`src/rtl/cpu_pkg.sv`:
```
// Shared constants for the RV32 single-cycle datapath: opcode classes and ALU operation codes.
package cpu_pkg;

  localparam logic [6:0] OPC_R    = 7'h33;
  localparam logic [6:0] OPC_LW   = 7'h03;
  localparam logic [6:0] OPC_I    = 7'h13;
  localparam logic [6:0] OPC_JALR = 7'h67;
  localparam logic [6:0] OPC_JAL  = 7'h6F;
  localparam logic [6:0] OPC_S    = 7'h23;
  localparam logic [6:0] OPC_SB   = 7'h63;

  localparam logic [2:0] ALU_AND = 3'b000;
  localparam logic [2:0] ALU_OR  = 3'b001;
  localparam logic [2:0] ALU_ADD = 3'b010;
  localparam logic [2:0] ALU_SUB = 3'b110;
  localparam logic [2:0] ALU_SLT = 3'b111;

endpackage

```
`src/rtl/exmem_alu.sv`:
```
// Execute-stage ALU: operand B mux, AND/OR/ADD/SUB (and signed SLT when ALU_SLT_EN is defined), zero detect.
module exmem_alu
  import cpu_pkg::*;
(
  input  logic [31:0] rd1,
  input  logic [31:0] rd2,
  input  logic [31:0] imm,
  input  logic [2:0]  alu_op,
  input  logic        alu_src,
  output logic [31:0] z,
  output logic        zero
);

  logic signed [31:0] op_a;
  logic signed [31:0] op_b;

  assign op_a = $signed(rd1);
  assign op_b = alu_src ? $signed(imm) : $signed(rd2);

  // Unlisted op codes resolve to 0 so a stray encoding reads as zero=1.
  always_comb begin
    z = 32'h0;
    case (alu_op)
      ALU_AND: z = op_a & op_b;
      ALU_OR:  z = op_a | op_b;
      ALU_ADD: z = op_a + op_b;
      ALU_SUB: z = op_a - op_b;
`ifdef ALU_SLT_EN
      ALU_SLT: z = {31'b0, op_a < op_b};
`endif
      default: z = 32'h0;
    endcase
  end

  assign zero = (z == 32'h0);

endmodule

```
`src/rtl/cpu_exmem_unit.sv`:
```
// Opcode class decoder, execute ALU and word-addressed data memory of the RV32 datapath.
// Build option: define ALU_SLT_EN to enable signed SLT on alu_op 3'b111.
module cpu_exmem_unit
  import cpu_pkg::*;
#(
  parameter int DM_DEPTH = 64
) (
  input  logic        clk,
  input  logic        rst_n,
  input  logic [6:0]  opcode,
  input  logic [31:0] rd1,
  input  logic [31:0] rd2,
  input  logic [31:0] imm,
  input  logic [2:0]  alu_op,
  input  logic        alu_src,
  input  logic        mem_read,
  input  logic        mem_write,
  output logic [31:0] z,
  output logic        zero,
  output logic [31:0] mem_out,
  output logic        is_stype,
  output logic        is_rtype,
  output logic        is_itype,
  output logic        is_lw,
  output logic        is_jump,
  output logic        is_branch
);

  localparam int AW = $clog2(DM_DEPTH);

  logic [31:0]   mem [DM_DEPTH];
  logic [AW-1:0] idx;

  assign is_stype  = (opcode == OPC_S);
  assign is_rtype  = (opcode == OPC_R);
  assign is_itype  = (opcode == OPC_I) || (opcode == OPC_LW) || (opcode == OPC_JALR);
  assign is_lw     = (opcode == OPC_LW);
  assign is_jump   = (opcode == OPC_JAL);
  assign is_branch = (opcode == OPC_SB);

  exmem_alu u_alu (
    .rd1     (rd1),
    .rd2     (rd2),
    .imm     (imm),
    .alu_op  (alu_op),
    .alu_src (alu_src),
    .z       (z),
    .zero    (zero)
  );

  // Byte offset dropped, upper bits truncated: addresses alias modulo DM_DEPTH words.
  assign idx = AW'(z >> 2);

  always_ff @(posedge clk or negedge rst_n) begin
    if (!rst_n) begin
      for (int i = 0; i < DM_DEPTH; i++) mem[i] <= 32'h0;
    end else if (mem_write) begin
      mem[idx] <= rd2;
    end
  end

  assign mem_out = mem_read ? mem[idx] : 32'h0;

endmodule

```
`config.mk`:
```
export PLATFORM = sky130hd
export DESIGN_NAME = cpu_exmem_unit
export DESIGN_NICKNAME = d
export VERILOG_FILES = /design/src/rtl/cpu_pkg.sv /design/src/rtl/exmem_alu.sv /design/src/rtl/cpu_exmem_unit.sv
export SDC_FILE = /design/constraint.sdc
export NUM_CORES = 2
export LEC_CHECK = 0
export CAP_MARGIN = 20
export CORE_ASPECT_RATIO = 1.2
export CORE_MARGIN = 2
export CORE_UTILIZATION = 40
export DETAILED_ROUTE_END_ITERATION = 10
export PLACE_DENSITY = 0.55
export SYNTH_ARGS = -nofsm -noshare
export SYNTH_HDL_FRONTEND = slang
export SYNTH_HIERARCHICAL = 1
export SYNTH_SLANG_ARGS = --single-unit
```
`constraint.sdc`:
```
create_clock -name clk -period 23.1 [get_ports clk]
set_clock_uncertainty 0.2 [all_clocks]
set_input_delay 5.775 -clock clk [delete_from_list [all_inputs] [get_ports clk]]
set_output_delay 5.775 -clock clk [all_outputs]
set_load 0.005 [all_outputs]
```
==> run metrics <==
outcome=completed; worst-skew pair later-pin latency=~0.86 ns; MaxCap Viol Count=0; synthesized area=around 0.1 mm^2; total power=10,800 uW; Chip Height=545 um; CTS buffer count=approximately 210; Hold Crit Start=mem[983]; Worst Path Required=17.12 ns; Hold Crit Class=reg2reg; Horiz. Die Dim=about 450 um; Clk pwr share=32.2%; 1st-iter DRT viols=~5,500; layout cells sized above 1=39.7%; Power per Cell Area=around 100 mW/mm^2; nets=7,388; synth unique cells=86; Final Max Tran Viols=0; Comb pwr share=23.2%; Max Fclk=51.4 MHz; biggest regs=mem x2048; worst-path maximum fanout=25; starting density of the core=40.2%; Avg Inst Size Synth=~13 um^2; dpl hpwl=188,000 um; Worst setup SP type=primary input; sw power=3190 uW; GRT Total Usage=between 20 and 30%; Most flops, register=mem; sw frac=between 20% and 30%; Setup TNS=0 ns; Worst R2R End=mem[1686]; Core Rows=198; Tmin final=a little under 20 ns; CP Class=in2out; Worst Hold Endpoint=mem[983]; reg2reg start=mem[1686]; drt first pass iters=6; first-pass GRT wire length=477,000 um; endpoints failing hold=0; Fillers=around 22,000; RSZ-0062 raised after global routing=false; Slew headroom=4.55%; Post-route DRC=0; Reg2Reg Setup Slack=22.11 ns; largest net degree at the start of global routing=162; RD Place Congestion=0.834; # clock sinks=2,048; share of power burned in registers=44.5%; dominant synthesized flop cell=dfrtp_1; Resized Gates After CTS=0; Worst Max-Slew Pin Slew=between 1 and 1.5 ns; total wire length=324,000 um; utilization after layout=roughly 45%; via count=roughly 66,000; post-CTS setup buffers=0; # hold bufs at CTS=0; crit path buf inv count=6; Vias/cell=6.24; CP arrival=13.48 ns; GRT Residual Overflow=0; Critical Path Sink Type=output pin; Worst VDD drop=~66 uV; Static Leakage=about 0.05 uW; DRT antenna net count=0; slowest stage delay, CP=0.75 ns; Area Growth Syn to Fin=11.8%; CTS tree=done; sequential share of the synthesized area=52.6%; fin crit share=84.2%; r2r worst-path depth=1; Mapped Nets=7,619; Int Power=7660 uW; H-tree depth reported by CTS=4; final setup fails=0; Async SR Flop Fraction=100%; max reg flops=2,048; initial antenna violation count=11; I/O Pins=about 180; Crit path max-delay family=buffers and inverters; Worst Setup SP=alu_op[0]; root buf cell=clkbuf_16; Clock Path Buffers=4; crit-path cells=clkdlybuf4s50_1, buf_4, nor2b_1, buf_4, and2_1, or3_1, xnor2_1, ha_1, a21o_1, a31oi_1, o221ai_1, a21oi_1, xnor2_1, a21o_2, buf_4, buf_4, nor3b_4, nand2_1, o2111ai_1, nor4_1, a31oi_1, clkdlybuf4s50_1; clock-pin slew on the worst setup and hold paths=roughly 0.060 ns; area of the core=0.242 mm^2; #FFs+latches synth=2,048; Yosys warnings=6; hold path depth=1; die area=0.247 mm^2; vias in the first global route=68,300; Critical Path Most Common Cell=buf_4; cells after synthesis=approximately 7,500; Post-synth EDFFs=0; slowest CP cell=nand2_1; I/O Buffers=181; WL/cell=30.6 um
per-layer routing:
metal | global-route usage (%) | routed length [um]
met5 | 0 | 22
met4 | 9.36 | 12800
met3 | 3.70 | 19400
met2 | 42.7 | 155000
met1 | 34.4 | 137000
power by group through the flow:
| stage | sequential [uW] | clock [uW] | combinational, uW |
|---|---|---|---|
| finish | 4830 | 3500 | 2520 |
| detailed placement | 4890 | 0 | 2510 |
| global placement | 4840 | 0 | 2460 |
| floorplan | 4770 | 0 | 1710 |
| global route | 4940 | 3710 | 2690 |
| CTS | 4830 | 3560 | 2520 |
cells in the mapped netlist (34+ instances only):
cell	count	share of area, %
ha_1	34	0.44
a21oi_1	108	0.55
nand3b_1	66	0.51
o21ai_0	114	0.59
a221o_1	131	1.3
nand2_1	129	0.50
buf_2	223	1.1
a221oi_1	321	2.9
nor2_1	106	0.41
nor3_1	86	0.44
clkbuf_1	413	1.6
and3_1	51	0.33
mux2i_1	79	0.81
mux2_2	2222	26
a22o_1	93	0.84
o22ai_1	129	0.83
a22oi_1	276	2.1
dfrtp_1	2048	53
nor3b_1	45	0.35
nand3_1	40	0.21
and3b_1	41	0.37
buf_1	175	0.67
a31oi_1	50	0.32
how the worst max path moves through the flow:
stage | to | slack [ns] | cells past startpoint
3_5_place_dp | mem_out[31] | 3.80 | 22
4_1_cts | mem_out[31] | 3.76 | 22
6_report | mem_out[31] | 3.65 | 22
5_1_grt | mem_out[31] | 3.43 | 21
2_1_floorplan | zero | 4.94 | 23
3_3_place_gp | mem_out[31] | 3.80 | 22
through the flow:
| stage | setup slack, ns | std cells | hold WS, ns | instance area [um^2] |
|---|---|---|---|---|
| 5_1_grt | 3.43 | 10600 | 0.310 | 109000 |
| 3_3_place_gp | 3.80 | 10200 | 0.271 | 102000 |
| 6_report | 3.65 | 10600 | 0.297 | 109000 |
| 2_1_floorplan | 4.94 | 7473 | 0.258 | 97400 |
| 4_1_cts | 3.76 | 10600 | 0.299 | 109000 |
| 3_5_place_dp | 3.80 | 10200 | 0.285 | 102000 |
kinds of logic after synthesis:
group	Yosys count	share of synthesized area, %
and+or+nand+nor	680	3.99
xor gates and xnor gates	52	0.468
muxes	2322	27.0
buffers and inverters	861	3.67
AOI/OAI and AO/OA	1448	11.6
adders and majority gates	62	0.735
DFF	2048	52.6
area by class of cell:
type                    count  area (um^2)  share of cell area [%]
diodes                      3         7.51                 0.00690
clock buffers             321         6390                    5.87
clock inverters            56          622                   0.571
inverters                  34          143                   0.131
multi-input cells        4564        43100                    39.6
flip-flops and latches   2048        51200                    47.1
well taps                3200         4000                    3.68
repair buffers            382         3360                    3.09
cell usage in the layout (no fill, tap or decap), types with 97 or more instances in the layout:
master,instances
a22oi_1,276
dfrtp_1,2048
a221oi_1,321
buf_4,189
a21oi_1,108
o22ai_1,125
clkdlybuf4s50_1,147
mux2_2,2222
clkbuf_16,218
nand2_1,97
a221o_1,131
o21ai_0,114
(Power assumes the default switching activity.)
